<file path="src/rtl/cordic_pkg.sv">
// Shared Q8.24 angle constants, quadrant type and quadrant-reduction helper.
package cordic_pkg;

    localparam int unsigned INT_W  = 8;
    localparam int unsigned FRAC_W = 24;

    typedef logic [INT_W+FRAC_W-1:0] q_t;
    typedef logic [1:0]              k_t;

    typedef struct packed {
        k_t k;
        q_t theta;
    } quad_t;

    // Every multiple of PI/4 is built from PI with shifts and adds, so all
    // boundaries share the same rounding.
    localparam q_t PI     = 32'h0324_3F6B;
    localparam q_t PI_2   = PI >> 1;
    localparam q_t PI_4   = PI >> 2;
    localparam q_t TWO_PI = PI << 1;
    localparam q_t PI3_4  = PI_2 + PI_4;
    localparam q_t PI5_4  = PI + PI_4;
    localparam q_t PI3_2  = PI + PI_2;
    localparam q_t PI7_4  = PI3_2 + PI_4;

    // Map an angle in [0, 2PI) onto a quadrant and a residual in [-PI/4, PI/4].
    function automatic quad_t quad_reduce(input q_t a);
        quad_t q;
        if (a < PI_4) begin
            q.k     = 2'd0;
            q.theta = a;
        end else if (a < PI3_4) begin
            q.k     = 2'd1;
            q.theta = a - PI_2;
        end else if (a < PI5_4) begin
            q.k     = 2'd2;
            q.theta = a - PI;
        end else if (a < PI7_4) begin
            q.k     = 2'd3;
            q.theta = a - PI3_2;
        end else begin
            q.k     = 2'd0;
            q.theta = a - TWO_PI;
        end
        return q;
    endfunction

endpackage

</file>
<file path="src/rtl/sync_fifo.sv">
// Synchronous FIFO with synchronous reset; the head entry is read straight
// from the storage flops, so the output is registered.
module sync_fifo #(
    parameter int unsigned WIDTH = 8,
    parameter int unsigned DEPTH = 8
) (
    input  logic             clk,
    input  logic             reset,
    input  logic             push,
    input  logic [WIDTH-1:0] wdata,
    input  logic             pop,
    output logic [WIDTH-1:0] rdata,
    output logic             empty
);

    localparam int unsigned AW = (DEPTH > 1) ? $clog2(DEPTH) : 1;
    localparam int unsigned CW = $clog2(DEPTH + 1);

    logic [WIDTH-1:0] mem_q [DEPTH];
    logic [WIDTH-1:0] mem_d [DEPTH];
    logic [AW-1:0]    wr_ptr_q, wr_ptr_d;
    logic [AW-1:0]    rd_ptr_q, rd_ptr_d;
    logic [CW-1:0]    count_q, count_d;
    logic             full;
    logic             do_pop;

    assign empty  = (count_q == '0);
    assign full   = (count_q == CW'(DEPTH));
    assign do_pop = pop && !empty;
    assign rdata  = mem_q[rd_ptr_q];

    function automatic logic [AW-1:0] ptr_inc(input logic [AW-1:0] p);
        return (p == AW'(DEPTH - 1)) ? '0 : p + 1'b1;
    endfunction

    // Next-state for storage, pointers and occupancy.
    always_comb begin
        mem_d    = mem_q;
        wr_ptr_d = wr_ptr_q;
        rd_ptr_d = rd_ptr_q;
        if (push) begin
            mem_d[wr_ptr_q] = wdata;
            wr_ptr_d        = ptr_inc(wr_ptr_q);
        end
        if (do_pop) begin
            rd_ptr_d = ptr_inc(rd_ptr_q);
        end
        count_d = count_q + CW'(push) - CW'(do_pop);
    end

    // State registers; storage is cleared so the head reads zero after reset.
    always_ff @(posedge clk) begin
        if (reset) begin
            mem_q    <= '{default: '0};
            wr_ptr_q <= '0;
            rd_ptr_q <= '0;
            count_q  <= '0;
        end else begin
            mem_q    <= mem_d;
            wr_ptr_q <= wr_ptr_d;
            rd_ptr_q <= rd_ptr_d;
            count_q  <= count_d;
        end
    end

    // Upstream credit accounting must keep every push off a full FIFO.
    assert property (@(posedge clk) disable iff (reset) !(push && full));

endmodule

</file>
<file path="src/rtl/cordic_sched.sv">
// Two-requester round-robin scheduler in front of a fixed-latency CORDIC
// rotation pipeline, with credit flow control and in-order result return.
module cordic_sched
    import cordic_pkg::*;
#(
    parameter int unsigned FIFO_DEPTH = 8,
    parameter int unsigned PIPE_LAT   = 5,
    parameter int unsigned WARMUP     = 5
) (
    input  logic             clk,
    input  logic             reset,
    input  logic [1:0]       req_valid,
    output logic [1:0]       req_ready,
    input  logic [1:0][31:0] req_angle,
    input  logic [1:0][31:0] req_amp,
    output logic             cd_enable_in,
    output logic [31:0]      cd_s_re,
    output logic [31:0]      cd_s_theta,
    output logic [1:0]       cd_k_in,
    input  logic             cd_enable_out,
    input  logic [31:0]      cd_x_re,
    input  logic [31:0]      cd_x_im,
    output logic             res_valid,
    input  logic             res_ready,
    output logic             res_id,
    output logic [31:0]      res_re,
    output logic [31:0]      res_im,
    output logic             err_range,
    output logic             err_orphan
);

    localparam int unsigned CRW = $clog2(FIFO_DEPTH + 1);
    localparam int unsigned WW  = $clog2(WARMUP + 2);
    localparam int unsigned LW  = $clog2(PIPE_LAT + 2);

    logic [CRW-1:0] credit_q, credit_d;
    logic [WW-1:0]  warm_q, warm_d;
    logic [LW-1:0]  ign_q, ign_d;
    logic           prio_q, prio_d;
    logic           cd_enable_in_q, cd_enable_in_d;
    q_t             cd_s_re_q, cd_s_re_d;
    q_t             cd_s_theta_q, cd_s_theta_d;
    k_t             cd_k_in_q, cd_k_in_d;
    logic           err_range_q, err_range_d;
    logic           err_orphan_q, err_orphan_d;

    logic           eligible, accept, grant_id, range_hit;
    q_t             a_raw, a_red;
    quad_t          quad;
    logic           pipe_ret, tag_id, tag_empty, tag_pop;
    logic           res_empty, res_pop;
    logic [64:0]    res_data;

    // Arbitration, angle reduction and next-state for all scheduler registers.
    always_comb begin
        eligible  = !reset && (warm_q == '0) && (credit_q < CRW'(FIFO_DEPTH));
        grant_id  = (req_valid == 2'b11) ? prio_q : req_valid[1];
        accept    = eligible && (req_valid != 2'b00);
        req_ready = '0;
        if (accept) begin
            req_ready[grant_id] = 1'b1;
        end

        a_raw     = req_angle[grant_id];
        range_hit = (a_raw >= TWO_PI);
        a_red     = range_hit ? a_raw - TWO_PI : a_raw;
        quad      = quad_reduce(a_red);

        // Returns during the post-reset window belong to discarded requests.
        pipe_ret = cd_enable_out && (ign_q == '0);
        tag_pop  = pipe_ret && !tag_empty;
        res_pop  = res_valid && res_ready;

        warm_d         = (warm_q != '0) ? warm_q - 1'b1 : warm_q;
        ign_d          = (ign_q != '0) ? ign_q - 1'b1 : ign_q;
        prio_d         = accept ? !grant_id : prio_q;
        credit_d       = credit_q + CRW'(accept) - CRW'(res_pop);
        cd_enable_in_d = accept;
        cd_s_re_d      = accept ? req_amp[grant_id] : cd_s_re_q;
        cd_s_theta_d   = accept ? quad.theta : cd_s_theta_q;
        cd_k_in_d      = accept ? quad.k : cd_k_in_q;
        err_range_d    = err_range_q || (accept && range_hit);
        err_orphan_d   = err_orphan_q || (pipe_ret && tag_empty);
    end

    // Scheduler state and registered pipeline drive.
    always_ff @(posedge clk) begin
        if (reset) begin
            credit_q       <= '0;
            warm_q         <= WW'(WARMUP);
            ign_q          <= LW'(PIPE_LAT);
            prio_q         <= 1'b0;
            cd_enable_in_q <= 1'b0;
            cd_s_re_q      <= '0;
            cd_s_theta_q   <= '0;
            cd_k_in_q      <= '0;
            err_range_q    <= 1'b0;
            err_orphan_q   <= 1'b0;
        end else begin
            credit_q       <= credit_d;
            warm_q         <= warm_d;
            ign_q          <= ign_d;
            prio_q         <= prio_d;
            cd_enable_in_q <= cd_enable_in_d;
            cd_s_re_q      <= cd_s_re_d;
            cd_s_theta_q   <= cd_s_theta_d;
            cd_k_in_q      <= cd_k_in_d;
            err_range_q    <= err_range_d;
            err_orphan_q   <= err_orphan_d;
        end
    end

    // Requester ids of issued rotations, in issue order.
    sync_fifo #(
        .WIDTH (1),
        .DEPTH (FIFO_DEPTH)
    ) u_tag_fifo (
        .clk   (clk),
        .reset (reset),
        .push  (accept),
        .wdata (grant_id),
        .pop   (tag_pop),
        .rdata (tag_id),
        .empty (tag_empty)
    );

    // Completed results waiting for the consumer.
    sync_fifo #(
        .WIDTH (65),
        .DEPTH (FIFO_DEPTH)
    ) u_res_fifo (
        .clk   (clk),
        .reset (reset),
        .push  (tag_pop),
        .wdata ({tag_id, cd_x_re, cd_x_im}),
        .pop   (res_pop),
        .rdata (res_data),
        .empty (res_empty)
    );

    assign cd_enable_in = cd_enable_in_q;
    assign cd_s_re      = cd_s_re_q;
    assign cd_s_theta   = cd_s_theta_q;
    assign cd_k_in      = cd_k_in_q;
    assign err_range    = err_range_q;
    assign err_orphan   = err_orphan_q;
    assign res_valid    = !res_empty;
    assign res_id       = res_data[64];
    assign res_re       = res_data[63:32];
    assign res_im       = res_data[31:0];

endmodule

</file>
<file path="config.mk">
export PLATFORM = sky130hd
export DESIGN_NAME = cordic_sched
export DESIGN_NICKNAME = d
export VERILOG_FILES = /design/src/rtl/cordic_pkg.sv /design/src/rtl/sync_fifo.sv /design/src/rtl/cordic_sched.sv
export SDC_FILE = /design/constraint.sdc
export NUM_CORES = 2
export LEC_CHECK = 0
export ABC_AREA = 1
export CORE_ASPECT_RATIO = 0.6
export CORE_UTILIZATION = 55
export DETAILED_ROUTE_END_ITERATION = 12
export PLACE_DENSITY = 0.76
export SYNTH_ARGS = -nofsm -noshare
export SYNTH_HDL_FRONTEND = slang
export SYNTH_SLANG_ARGS = --single-unit
</file>
<file path="constraint.sdc">
create_clock -name clk -period 4.53 [get_ports clk]
set_clock_uncertainty 0.05 [all_clocks]
set_input_delay 0.6795 -clock clk [delete_from_list [all_inputs] [get_ports clk]]
set_output_delay 0.6795 -clock clk [all_outputs]
set_load 0.005 [all_outputs]
</file>
==> impl_metrics.toml <==
[power]
ir_worst_vdd_v = 0.0003641
powerDensity_mw_per_mm2 = 405.8
power_frac_clock = 0.314
power.internal_mw = 11.27
finalPower_mw = 17.29
p_sw_mw = 6.024
p_seq_frac = 0.331
combPwrFrac = 0.355
switching_share = 0.3484
p_leak_nw = 18.22

[critical_path]
critPathMaxStageDelay_ns = 0.69
crit_path_start = "u_res_fifo.rd_ptr_q[0]"
required_ns = 3.80
r2r_start = "prio_q"
cp_num_buf_inv = 2
crit_path_cell_trace = "buf_12 > o21ai_0 > nand2_1 > nor2_1 > a31oi_1 > clkdlybuf4s50_1"
endpoint_kind = "output pin"
cp_max_fo = 168
crit_type = "flop to output pin"
crit_family = "buffers and inverters"
critPathSlowestCell = "dfxtp_4"
start_kind = "flop"
cp_data_arrival_time_ns = 3.59

[cells_and_area]
syn_to_final_growth_pct = 27.06
post-route-cell-area_mm2 = 0.04262
utilization = 0.7133
fin_nets = 5978
fillers = 5140
drive_gt1_frac = 0.1223

[detailed_routing]
drtIter0Drc = 5094
dr.pass1.iters = 9
num_vias = 37500
routed.top_layer = "met5"
met2RoutedLength_um = 48490
avgRoutedWirePerCell_um = 18.75
final_antenna_net_count = 0
wl_met1_um = 56640
wl_um = 124100
viasPerCell = 5.668
wl_met3_um = 16580
drc = 0

[global_routing]
grt-ovfl-total = 0
antenna_found_initial = 4
grtUsageTotal = 0.3853
grt_start_max_net_pins = 173
grt_pass1_wl_um = 190300
grt_pass1_vias = 33320

[hold_path]
hp-start = "u_res_fifo.mem_q[171]"
hp-class = "flop to flop"

[place]
dpl_worst_slack_ns = -0.4008
place_congestion = 1.071
dp_hpwl_um = 84550
dpl_cell_area_mm2 = 0.04047
io_buffers = 334

[synth]
async_flop_share = 0
ys_warn_count = 0
synth.distinct_cells = 52
syn_avg_cell_area_um2 = 6.397
synth_top_flop_cell = "dfxtp_1"
yosysSeqAreaShare = 0.3748
syn_area_mm2 = 0.03354
ys_seq_elements = 628
synthTopCellsByCount = "nand2_1, nor2_1, o21ai_0, dfxtp_1, a21oi_1"
synth_fp_nets = 5472
synth_edf_count = 0
synth_top_area_frac = 0.3748
synth_cells = 5243
yosysMostFrequentCell = "nand2_1"
synth_top_cell_by_area = "dfxtp_1"
netlist_top_cells_area = "dfxtp_1, o21ai_0, nand2_1, nor2_1, a21oi_1"

[floorplan]
start_util = 0.5614
core_area_mm2 = 0.05974
io_pins = 335
core.rowCount = 69
fp.dieW_um = 320.8
dieArea_mm2 = 0.06201
die_h_um = 193.3

[clocking]
cts_made_buffers = 56
clock-sinks = 628
cts.path.max_buffers = 3
clock_latency_ns = 0.66
path_clk_slew_ns = 0.07
cts_root_buf = "clkbuf_16"
htree_levels = 2
cts_tree = "done"

[sta]
max_freq_ghz = 0.2318
layout_setup_ws_ns = 0.2154
timing.final.hold_violations = 0
finalCritPeriodShare = 0.9524
rsz0062_at_grt = "false"
min_period_ns = 4.315
setup_viol = 0
slew_headroom = 0.2561
slew_violations = 0
worst_pin_slew_ns = 1.114

[status]
status = "finished clean"

[run]
cap_violations = 0
[kinds of logic after synthesis]
logic type	synth area share
and+or+nand+nor	0.2637
xor gates and xnor gates	0.004178
DFF	0.3748
buffers and inverters	0.09871
AOI/OAI and AO/OA	0.2448
muxes	0.001492
adders and majority gates	0.01224
[worst register-to-register path, delay by kind of cell (launching register included)]
kind | cells | cell delay, ns
flops | 1 | 0.33
fa+ha+maj | 1 | 0.23
compound gates | 1 | 0.05
simple gates | 24 | 2.61
buf+inv | 4 | 0.50
xor+xnor | 1 | 0.15
[registers in the layout, indices dropped and copies added (netlist names), 4 cells and up]
register,count
cd_s_re,32
cd_s_theta,32
credit_q,4
u_res_fifo.count_q,4
u_res_fifo.mem_q,520
u_tag_fifo.count_q,4
u_tag_fifo.mem_q,8
[layout make-up]
type	instances	area (um2)	area share
diodes	4	10.01	0.0002349
clock buffers	70	1555	0.03649
clock inverters	36	520.5	0.01221
inverters	485	1857	0.04357
multi-input cells	3785	17760	0.4166
flip-flops and latches	628	12580	0.2952
well taps	816	1021	0.02396
repair buffers	793	7317	0.1717
[per-layer routing]
layer / GRT usage / vias to the layer above
li1: - / 18150
met1: 0.5800 / 17190
met2: 0.5241 / 2010
met3: 0.1224 / 149
met4: 0.08554 / 4
met5: 0.02222 / -
[per-stage QoR]
stage / instances / hold WS (ns) / setup TNS, ns
after floorplan: 5243 / 0.3797 / 0
after global placement: 6507 / 0.3875 / -5.174
after detailed placement: 6507 / 0.3926 / -7.803
after CTS: 6613 / 0.4036 / 0
after global routing: 6616 / 0.4127 / 0
final: 6617 / 0.4033 / 0
[what timing repair did]
| action | in CTS | in global routing |
|---|---|---|
| hold buffers | 0 | 0 |
| buffers inserted | 0 | 0 |
| gates resized for setup | 0 | 18 |
| endpoints found under the hold margin | 0 | 0 |
| setup endpoints to repair | 0 | 24 |
[power by group through the flow]
stage / logic [mW] / registers (mW) / clock network, mW
after global placement: 5.88 / 5.85 / 0
after floorplan: 3.01 / 5.78 / 0
final: 6.15 / 5.72 / 5.42
after global routing: 6.57 / 5.73 / 5.68
after CTS: 5.96 / 5.72 / 5.45
after detailed placement: 5.90 / 5.85 / 0
[cells in the final DEF, fill, tap and decap left out, types with 57 or more instances in the layout]
cell type	netlist	final
nand3_1	226	226
nand2_1	914	907
o21ai_0	836	836
clkdlybuf4s50_1	0	332
buf_4	11	416
clkbuf_16	0	57
inv_1	458	452
nor2_1	850	838
a31oi_1	97	97
a21oi_1	583	582
dfxtp_1	628	626
[worst paths after layout]
kind              slack, ns  cells after the start                     to
setup / recovery       0.22                      6             res_re[25]
hold / removal         0.40                      2  u_res_fifo.mem_q[171]
setup reg to reg       0.48                     31         cd_s_theta[27]
hold reg to reg        0.40                      2  u_res_fifo.mem_q[171]
Power figures use the tool's default switching activity.
